### config.mk
export PLATFORM = sky130hd
export DESIGN_NAME = vc_link_scheduler_flat
export DESIGN_NICKNAME = d
export VERILOG_FILES = /design/src/rtl/vc_link_if.sv /design/src/rtl/vc_link_scheduler.sv /design/src/flat_wrapper.sv
export SDC_FILE = /design/constraint.sdc
export NUM_CORES = 1
export LEC_CHECK = 0
export BUFFER_PORTS_ARGS = -buffer_cell sky130_fd_sc_hd__buf_4
export CAP_MARGIN = 20
export CORE_MARGIN = 1.5
export CORE_UTILIZATION = 54
export DETAILED_ROUTE_END_ITERATION = 10
export MAX_ROUTING_LAYER = met4
export PLACE_DENSITY = 0.89
export SLEW_MARGIN = 25
export SYNTH_ARGS = -nofsm -noshare
export SYNTH_HDL_FRONTEND = slang
export SYNTH_SLANG_ARGS = --single-unit
export TNS_END_PERCENT = 10
### constraint.sdc
create_clock -name clk -period 4.5 [get_ports clk]
set_input_delay 0.9 -clock clk [delete_from_list [all_inputs] [get_ports clk]]
set_output_delay 0.9 -clock clk [all_outputs]
set_load 0.01 [all_outputs]
### src/rtl/vc_link_if.sv
// Bus bundle between the VC input buffers, the link register and the scheduler.
interface vc_link_if #(
    parameter int unsigned NUM_VC = 4,
    parameter int unsigned FLIT_W = 8,
    parameter int unsigned VC_W   = 2
);
    logic [NUM_VC-1:0]        vc_empty_i;
    logic [NUM_VC*FLIT_W-1:0] vc_fdata_i;
    logic [NUM_VC-1:0]        vc_read_o;
    logic [NUM_VC-1:0]        credit_return_i;
    logic                     link_valid_o;
    logic [VC_W-1:0]          link_vc_o;
    logic [FLIT_W-1:0]        link_fdata_o;
    logic                     locked_o;
    logic                     proto_err_o;
    logic                     credit_err_o;

    // Scheduler side.
    modport master (
        input  vc_empty_i, vc_fdata_i, credit_return_i,
        output vc_read_o, link_valid_o, link_vc_o, link_fdata_o,
               locked_o, proto_err_o, credit_err_o
    );

    // Buffer / link / downstream side.
    modport slave (
        output vc_empty_i, vc_fdata_i, credit_return_i,
        input  vc_read_o, link_valid_o, link_vc_o, link_fdata_o,
               locked_o, proto_err_o, credit_err_o
    );
endinterface

### src/rtl/vc_link_scheduler.sv
// Wormhole link scheduler: round-robin head arbitration among VC FIFOs,
// link locked to the winning VC until its tail, per-VC downstream credits.
module vc_link_scheduler #(
    parameter int unsigned NUM_VC      = 4,
    parameter int unsigned FLIT_W      = 8,
    parameter int unsigned MAX_CREDITS = 2,
    parameter int unsigned CREDIT_W    = 2,
    parameter int unsigned VC_W        = 2
) (
    input  logic       clk,
    input  logic       arst,
    vc_link_if.master  bus
);
    localparam logic [1:0] T_HEAD = 2'b10;
    localparam logic [1:0] T_TAIL = 2'b01;

    typedef enum logic {IDLE, LOCKED} state_t;

    state_t                state, state_nxt;
    logic [VC_W-1:0]       rr_ptr, rr_nxt;
    logic [VC_W-1:0]       lock_vc, lock_nxt;
    logic [CREDIT_W-1:0]   credit     [NUM_VC];
    logic [CREDIT_W-1:0]   credit_nxt [NUM_VC];
    logic [1:0]            ftype      [NUM_VC];
    logic [NUM_VC-1:0]     can_send, drop_req, pop, send, ovf;
    logic                  found;
    logic [VC_W-1:0]       idx;
    logic [VC_W-1:0]       send_vc;
    logic                  proto_nxt;
    logic                  link_valid_q, proto_err_q, credit_err_q;
    logic [VC_W-1:0]       link_vc_q;
    logic [FLIT_W-1:0]     link_fdata_q;

    // Per-VC flit type, send eligibility and stray body/tail detection.
    always_comb begin
        for (int unsigned k = 0; k < NUM_VC; k++) begin
            ftype[k]    = bus.vc_fdata_i[k*FLIT_W + FLIT_W - 2 +: 2];
            can_send[k] = !bus.vc_empty_i[k] && (credit[k] != '0);
            drop_req[k] = !bus.vc_empty_i[k] && !ftype[k][1];
        end
    end

    // Next-state, grant and pop logic.
    always_comb begin
        state_nxt = state;
        rr_nxt    = rr_ptr;
        lock_nxt  = lock_vc;
        pop       = '0;
        send      = '0;
        send_vc   = lock_vc;
        proto_nxt = 1'b0;
        found     = 1'b0;
        idx       = '0;
        case (state)
            IDLE: begin
                if (|drop_req) begin
                    // Drop the lowest-indexed stray non-head flit; no grant this cycle.
                    for (int unsigned k = 0; k < NUM_VC; k++) begin
                        if (drop_req[k] && !found) begin
                            found  = 1'b1;
                            pop[k] = 1'b1;
                        end
                    end
                    proto_nxt = 1'b1;
                end else begin
                    for (int unsigned i = 0; i < NUM_VC; i++) begin
                        idx = VC_W'((32'(rr_ptr) + i) % NUM_VC);
                        if (!found && can_send[idx] && ftype[idx][1]) begin
                            found     = 1'b1;
                            pop[idx]  = 1'b1;
                            send[idx] = 1'b1;
                            send_vc   = idx;
                            if (ftype[idx] == T_HEAD) begin
                                state_nxt = LOCKED;
                                lock_nxt  = idx;
                            end else begin
                                rr_nxt = VC_W'((32'(idx) + 1) % NUM_VC);
                            end
                        end
                    end
                end
            end
            LOCKED: begin
                if (can_send[lock_vc]) begin
                    pop[lock_vc]  = 1'b1;
                    send[lock_vc] = 1'b1;
                    if (ftype[lock_vc] == T_TAIL) begin
                        state_nxt = IDLE;
                        rr_nxt    = VC_W'((32'(lock_vc) + 1) % NUM_VC);
                    end
                end
            end
            default: state_nxt = IDLE;
        endcase
        if (!arst) begin
            pop  = '0;
            send = '0;
        end
    end

    // Credit bookkeeping: -1 on send, +1 on return, saturate and flag overflow.
    always_comb begin
        for (int unsigned k = 0; k < NUM_VC; k++) begin
            credit_nxt[k] = credit[k];
            ovf[k]        = 1'b0;
            case ({send[k], bus.credit_return_i[k]})
                2'b10: credit_nxt[k] = credit[k] - CREDIT_W'(1);
                2'b01: begin
                    if (credit[k] == CREDIT_W'(MAX_CREDITS)) ovf[k] = 1'b1;
                    else credit_nxt[k] = credit[k] + CREDIT_W'(1);
                end
                default: credit_nxt[k] = credit[k];
            endcase
        end
    end

    // State, arbitration pointer and credit registers.
    always_ff @(posedge clk or negedge arst) begin
        if (!arst) begin
            state   <= IDLE;
            rr_ptr  <= '0;
            lock_vc <= '0;
            for (int unsigned k = 0; k < NUM_VC; k++) credit[k] <= CREDIT_W'(MAX_CREDITS);
        end else begin
            state   <= state_nxt;
            rr_ptr  <= rr_nxt;
            lock_vc <= lock_nxt;
            for (int unsigned k = 0; k < NUM_VC; k++) credit[k] <= credit_nxt[k];
        end
    end

    // Link register and error pulses; link data holds when nothing is sent.
    always_ff @(posedge clk or negedge arst) begin
        if (!arst) begin
            link_valid_q <= 1'b0;
            link_vc_q    <= '0;
            link_fdata_q <= '0;
            proto_err_q  <= 1'b0;
            credit_err_q <= 1'b0;
        end else begin
            link_valid_q <= |send;
            if (|send) begin
                link_vc_q    <= send_vc;
                link_fdata_q <= bus.vc_fdata_i[send_vc*FLIT_W +: FLIT_W];
            end
            proto_err_q  <= proto_nxt;
            credit_err_q <= |ovf;
        end
    end

    assign bus.vc_read_o    = pop;
    assign bus.locked_o     = (state == LOCKED);
    assign bus.link_valid_o = link_valid_q;
    assign bus.link_vc_o    = link_vc_q;
    assign bus.link_fdata_o = link_fdata_q;
    assign bus.proto_err_o  = proto_err_q;
    assign bus.credit_err_o = credit_err_q;
endmodule

### src/flat_wrapper.sv
// flat-port wrapper written by rule: the top's interface ports become plain ports
module vc_link_scheduler_flat 
#(
    parameter int unsigned NUM_VC      = 4,
    parameter int unsigned FLIT_W      = 8,
    parameter int unsigned MAX_CREDITS = 2,
    parameter int unsigned CREDIT_W    = 2,
    parameter int unsigned VC_W        = 2
)
  (clk, arst, bus_vc_empty_i, bus_vc_fdata_i, bus_credit_return_i, bus_vc_read_o, bus_link_valid_o, bus_link_vc_o, bus_link_fdata_o, bus_locked_o, bus_proto_err_o, bus_credit_err_o);
  vc_link_if #(.NUM_VC(NUM_VC), .FLIT_W(FLIT_W), .VC_W(VC_W)) bus_i ();
  input  logic clk;
  input  logic arst;
  input wire logic [$bits(bus_i.vc_empty_i)-1:0] bus_vc_empty_i;
  input wire logic [$bits(bus_i.vc_fdata_i)-1:0] bus_vc_fdata_i;
  input wire logic [$bits(bus_i.credit_return_i)-1:0] bus_credit_return_i;
  output wire logic [$bits(bus_i.vc_read_o)-1:0] bus_vc_read_o;
  output wire logic [$bits(bus_i.link_valid_o)-1:0] bus_link_valid_o;
  output wire logic [$bits(bus_i.link_vc_o)-1:0] bus_link_vc_o;
  output wire logic [$bits(bus_i.link_fdata_o)-1:0] bus_link_fdata_o;
  output wire logic [$bits(bus_i.locked_o)-1:0] bus_locked_o;
  output wire logic [$bits(bus_i.proto_err_o)-1:0] bus_proto_err_o;
  output wire logic [$bits(bus_i.credit_err_o)-1:0] bus_credit_err_o;
  assign bus_i.vc_empty_i = bus_vc_empty_i;
  assign bus_i.vc_fdata_i = bus_vc_fdata_i;
  assign bus_i.credit_return_i = bus_credit_return_i;
  assign bus_vc_read_o = bus_i.vc_read_o;
  assign bus_link_valid_o = bus_i.link_valid_o;
  assign bus_link_vc_o = bus_i.link_vc_o;
  assign bus_link_fdata_o = bus_i.link_fdata_o;
  assign bus_locked_o = bus_i.locked_o;
  assign bus_proto_err_o = bus_i.proto_err_o;
  assign bus_credit_err_o = bus_i.credit_err_o;
  vc_link_scheduler #(.NUM_VC(NUM_VC), .FLIT_W(FLIT_W), .MAX_CREDITS(MAX_CREDITS), .CREDIT_W(CREDIT_W), .VC_W(VC_W)) u_core (.clk(clk), .arst(arst), .bus(bus_i));
endmodule
### Word-level counts from Yosys, hierarchy flattened

Cells that the tools add are included.

* flip-flop bits (word level): 26
* input port bits: 42
* logic and storage cells: 260

* add/subtract/negate cells: 15
* order comparisons: 15
* equal/unequal tests: 24
* shift operators: 1
* muxes and demuxes: 129
* bitwise gates (word level): 10
* reduce and logical (&&, ||, !) cells: 54

Operator list (number)
* $mux 2: 39
* $mux 4: 15
* $mux 1: 52
* $shiftx 32x6->8: 1
* $eq 2x2->1 const B: 12
* $logic_and 1x1->1: 23
* $bmux 2 s2: 5
* $pmux 2 s2: 5
* $add 2x1->2 const B: 9
* $pmux 4 s2: 2
* $reduce_bool 2->1: 8
* $ge 3x3->1 const B: 5
* $lt 2x3->1 const B: 5
* $not 2->3: 5
* $logic_not 1->1: 14
* $ne 2x2->1 const B: 7
* $or 4x4->4: 3
* $reduce_or 4->1: 3
* $bmux 1 s2: 5
* $demux 1 s2: 5
* $eq 2x1->1 const B: 5
* $ge 2x1->1 const B: 5
* $reduce_and 2->1: 5
* $sub 2x1->2 const B: 4
* 4 further kinds: 6

### Logic depth before layout (Yosys ltp)

* depth after elaboration: 30
* gate-level depth with buffers: 14

### Worst setup path after synthesis

Ideal clock, no wire load.

* path type: register -> register
* start: register u_core.rr_ptr[1]
* end: register u_core.link_fdata_q[0] (netlist: u_core.bus.link_fdata_o[0])
* arrival time: 3768 ps
* path slack: 607 ps
* cell stages (with the launch flop): 13
* path buffers: 3
* cells stage by stage: dfrtp_1 > buf_2 > clkinv_1 > ha_1 > clkbuf_1 > clkinv_1 > mux4_1 > nor2_1 > a222oi_1 > o211ai_1 > or4_4 > buf_6 > mux2_4

* cells in the longest elaborated chain, start to end: 28
* elaborated cells on any way between the ends: 90
* classes of those cells: add/sub (3); order compare (8); shift (1); mux (56); bitwise (7); reduce/logical (15)

RTL lines
* start: declaration: line vc_link_scheduler.sv:20 `logic [VC_W-1:0] rr_ptr, rr_nxt;`
* start signal: assignment: line vc_link_scheduler.sv:126 `rr_ptr <= rr_nxt;`
* branches (longest 28 deep; another with $not 2->3)
* end signal: assignment: line vc_link_scheduler.sv:144 `link_fdata_q <= bus.vc_fdata_i[send_vc*FLIT_W +: FLIT_W];`
* end: declaration: line vc_link_scheduler.sv:32 `logic [FLIT_W-1:0] link_fdata_q;`

Parallel ways; which one is timed is not known. The select of a mux whose other input is x is not followed.
A chain may end at the register's enable or synchronous reset.

### Worst setup path after layout

* start: input bus_vc_fdata_i[23]
* end: output bus_vc_read_o[2]

* cells in the longest elaborated chain, start to end: 26
* elaborated cells on any way between the ends: 52
* classes of those cells: mux (35); bitwise (3); reduce/logical (14)

RTL lines
* start: declaration: line flat_wrapper.sv:15 `input wire logic [$bits(bus_i.vc_fdata_i)-1:0] bus_vc_fdata_i;`
* $bmux 2 s2: line vc_link_scheduler.sv:68 `if (!found && can_send[idx] && ftype[idx][1]) begin`
* $mux 2 (implied by the code) (2 in series): line vc_link_scheduler.sv:68
* $logic_and 1x1->1: line vc_link_scheduler.sv:68
* $mux 1: line vc_link_scheduler.sv:68
* $mux 1: line vc_link_scheduler.sv:56 `if (|drop_req) begin`
* $mux 1: line vc_link_scheduler.sv:54 `case (state)`
* $logic_not 1->1: line vc_link_scheduler.sv:68
* $logic_and 1x1->1 (2 in series): line vc_link_scheduler.sv:68
* [... 7 more ...]
* $mux 1: line vc_link_scheduler.sv:56
* $mux 1: line vc_link_scheduler.sv:54
* $logic_not 1->1: line vc_link_scheduler.sv:68
* $logic_and 1x1->1 (2 in series): line vc_link_scheduler.sv:68
* $mux 4: line vc_link_scheduler.sv:68
* $mux 4 *: line vc_link_scheduler.sv:56
* $pmux 4 s2 *: line vc_link_scheduler.sv:54
* $mux 4 *: line vc_link_scheduler.sv:95 `if (!arst) begin`
* end: declaration: line flat_wrapper.sv:17 `output wire logic [$bits(bus_i.vc_read_o)-1:0] bus_vc_read_o;`

Mark *: on every way between the ends. The rest lies on a longest branch, timed or not. The select of a mux whose other input is x is not followed.

==> results.yml <==
run_status:
  status: "complete, no violations"
job:
  max_cap_violations: 0
grt:
  overflow: 0
  antenna_found_initial: 0
  grt_pass1_vias: 3256
  grt_pass1_wl_um: 16370
  grt_max_degree: 34
  gr-usage-all-layers_pct: 33.67
setup_path:
  crit_fanout: 13
  cp_top_family: "compound AO/OA/AOI/OAI gates"
  r2r_start: "u_core.credit[2]$_DFFE_PN0P_"
  arrival_ns: 3.27
  path_cells: "buf_4, inv_1, nor2_1, mux4_2, a221o_1, a2111oi_2, or2_2, o41ai_1, buf_4"
  path_common_cell: "buf_4"
  start_kind: "primary input"
  r2r-end: "u_core.bus.link_fdata_o[1]$_DFFE_PN0P_"
  end_kind: "output port"
  crit_type: "primary input to output port"
  worst-path-buf-inv: 3
  reg2regPathDepth: 8
  cp_slowest_cell: "mux4_2"
  rrSetupSlack_ns: 0.94
  cpPeakStageDelay_ns: 0.59
  required_ns: 3.60
synth:
  yosys-top-cells-area: "dfrtp_1 (17%), nand2_1 (6.5%), mux4_2 (6.3%)"
  ys_seq_elements: 26
  postSynth.asyncResetShare_pct: 100.0
  syn-mean-instance-area_sq_um: 8.428
  yosys.area.top_type: "dfrtp_1"
  syn-num-nets: 433
  ys_warn_count: 0
  yosysSeqAreaShare_pct: 20.52
  yosysMostFrequentCell: "nand2_1"
  synth_top_area_share_pct: 17.23
  synth.top_cells.by_count: "nand2_1 (55), dfrtp_1 (22), nor2_1 (22)"
  synth_ff_type: "dfrtp_1"
  ys_types: 72
  syn_inst: 379
  netlist_area_sq_um: 3194
  synth_enable_flop_cells: 0
detailed_routing:
  vias_per_cell: 6.825
  vias: 3508
  firstDrtPassIters: 5
  drtAntennaViolNets: 0
  wire_per_inst_um: 19.95
  wl_um: 10250
  drc: 0
  first_iter_violations: 398
timing:
  tns_ns: 0
  skew_ns: 0.006779
  worstMarginPinSlew_ns: 0.7936
  finalCritPeriodShare_pct: 92.68
  hold_ws_ns: 0.5268
  report.final.slew_viol_count: 0
  relSlewSlack_pct: 46.78
  setup_viol: 0
  rsz0062_at_grt: "false"
  clock.fmax_ghz: 0.2398
  hold_violations: 0
  min_period_ns: 4.171
floorplan:
  io_pins: 60
  rows: 27
  core_sq_um: 5608
  dieWidth_um: 79.91
  die-area_sq_um: 6386
  start_util_pct: 56.96
  die_y_um: 79.91
layout:
  syn_to_final_growth_pct: 20.72
  utilization_pct: 68.76
  final_nets: 497
  diodes: 0
  drive_gt1_share_pct: 30.54
  nFillCells: 447
cts:
  cts_hold_buf: 0
  cts.sinks: 26
  cts-root-buf: "clkbuf_8"
  insertion_delay_ns: 0.28
  cts_setup_buffers: 0
  post_cts_resized: 0
  clkTransAtPathRegs_ns: 0.10
  cts_buffer_depth: 2
  cts_tree: "done"
  cts_max_level: 1
  numCtsBuffers: 3
pwr:
  p_total_w: 0.002809
  p_per_area_nw_per_um2: 728.5
  irDropWorstVdd_v: 0.0004760
  power_leakage_nw: 1.649
placement:
  hpwl_um: 7879
  io_buffers: 59
  globalplace.congestion: 0.9970
worst_hold_path:
  worstHoldPathType: "register to register"
  hp-start: "u_core.bus.link_fdata_o[3]$_DFFE_PN0P_"
  hold_end: "u_core.bus.link_fdata_o[3]$_DFFE_PN0P_"
  whs_path_depth: 1
[state kept, by name, indices dropped and copies added (netlist names)]
register,count
u_core.bus.link_vc_o,2
u_core.bus.locked_o,1
u_core.bus.proto_err_o,1
u_core.credit,8
u_core.rr_ptr,2
u_core.lock_vc,2
u_core.bus.credit_err_o,1
u_core.bus.link_fdata_o,8
u_core.bus.link_valid_o,1
[worst reg2reg max path: stages (launching register included)]
cell and delay [ns]:
dfrtp_1 0.47, o21bai_2 0.31, nor2_1 0.10, mux4_2 0.59
a221o_1 0.40, a2111oi_2 0.45, nor2_1 0.10, or4_4 0.69
mux2_4 0.35
[layer usage]
layer	vias up	global-route usage (%)	part of all wire (%)
li1	1586	-	-
met1	1660	47.54	42
met3	30	4.457	12
met2	232	49.58	44
met5	-	-	0
met4	0	11.03	2.1
[stage by stage]
stage,worst slack [ns],cells,cell area [sq um]
floorplan,0.6066,379,3194
global placement,0.4509,510,3785
detailed placement,0.3986,510,3785
CTS,0.3895,514,3856
global route,0.2783,514,3856
finish,0.3294,514,3856
[layout make-up]
class                           count  area [sq um]  area share [%]
Multi-Input combinational cell    312          2371           61.49
Tap cell                           72         90.09           2.336
Sequential cell                    26         655.6           17.00
Timing Repair Buffer               78         585.6           15.18
Clock inverter                      1         30.03          0.7787
Clock buffer                        3         41.29           1.071
Inverter                           22         82.58           2.141
[cells by family (layout without fill, tap and decap cells)]
group / count (synthesis) / in the layout / synth area share, %
AND/OR/NAND/NOR: 123 / 123 / 18.33
adder cells (fa/ha/maj): 12 / 12 / 4.700
AO/OA/AOI/OAI: 134 / 134 / 32.24
XOR/XNOR: 6 / 6 / 1.645
flip-flops: 26 / 26 / 20.52
multiplexers: 37 / 37 / 17.31
buffers and inverters: 41 / 104 / 5.248
[placed cells by master, fill, tap and decap left out, types with 4 or more instances in the layout]
master     n
a221oi_1   9
nor2_1    22
a21oi_1   21
or3_1      5
o21ba_2    4
mux2i_1    8
inv_1     20
buf_4     78
dfstp_2    4
a31oi_1   11
dfrtp_1   22
o21ai_0   14
a211oi_1  15
xnor2_1    6
nand2_1   55
mux2_2    11
ha_1      12
a22oi_1    4
mux2_4     8
mux4_2     9
and2_1     4
nor3_1    14
o211ai_1   8
[worst max-delay path by stage]
| stage | start | end | slack [ns] | depth (start not counted) |
|---|---|---|---|---|
| global placement | bus_vc_fdata_i[23] | bus_vc_read_o[2] | 0.45 | 9 |
| detailed placement | bus_vc_fdata_i[23] | bus_vc_read_o[2] | 0.40 | 9 |
| finish | bus_vc_fdata_i[23] | bus_vc_read_o[2] | 0.33 | 9 |
| CTS | bus_vc_fdata_i[23] | bus_vc_read_o[2] | 0.39 | 9 |
| floorplan | u_core.rr_ptr[1]$_DFFE_PN0P_ | u_core.bus.link_fdata_o[0]$_DFFE_PN0P_ | 0.61 | 12 |
| global route | bus_vc_fdata_i[15] | bus_vc_read_o[2] | 0.28 | 9 |
[power by group]
group          leakage [nW]  total (W)  switching [W]  internal (W)
combinational          1.32    0.00208        0.00112      0.000965
clock                0.0357   0.000201      0.0000822      0.000119
sequential            0.297   0.000526       0.000158      0.000368
total                  1.65    0.00281        0.00136       0.00145
No activity file was read; power rests on OpenSTA's default activity.
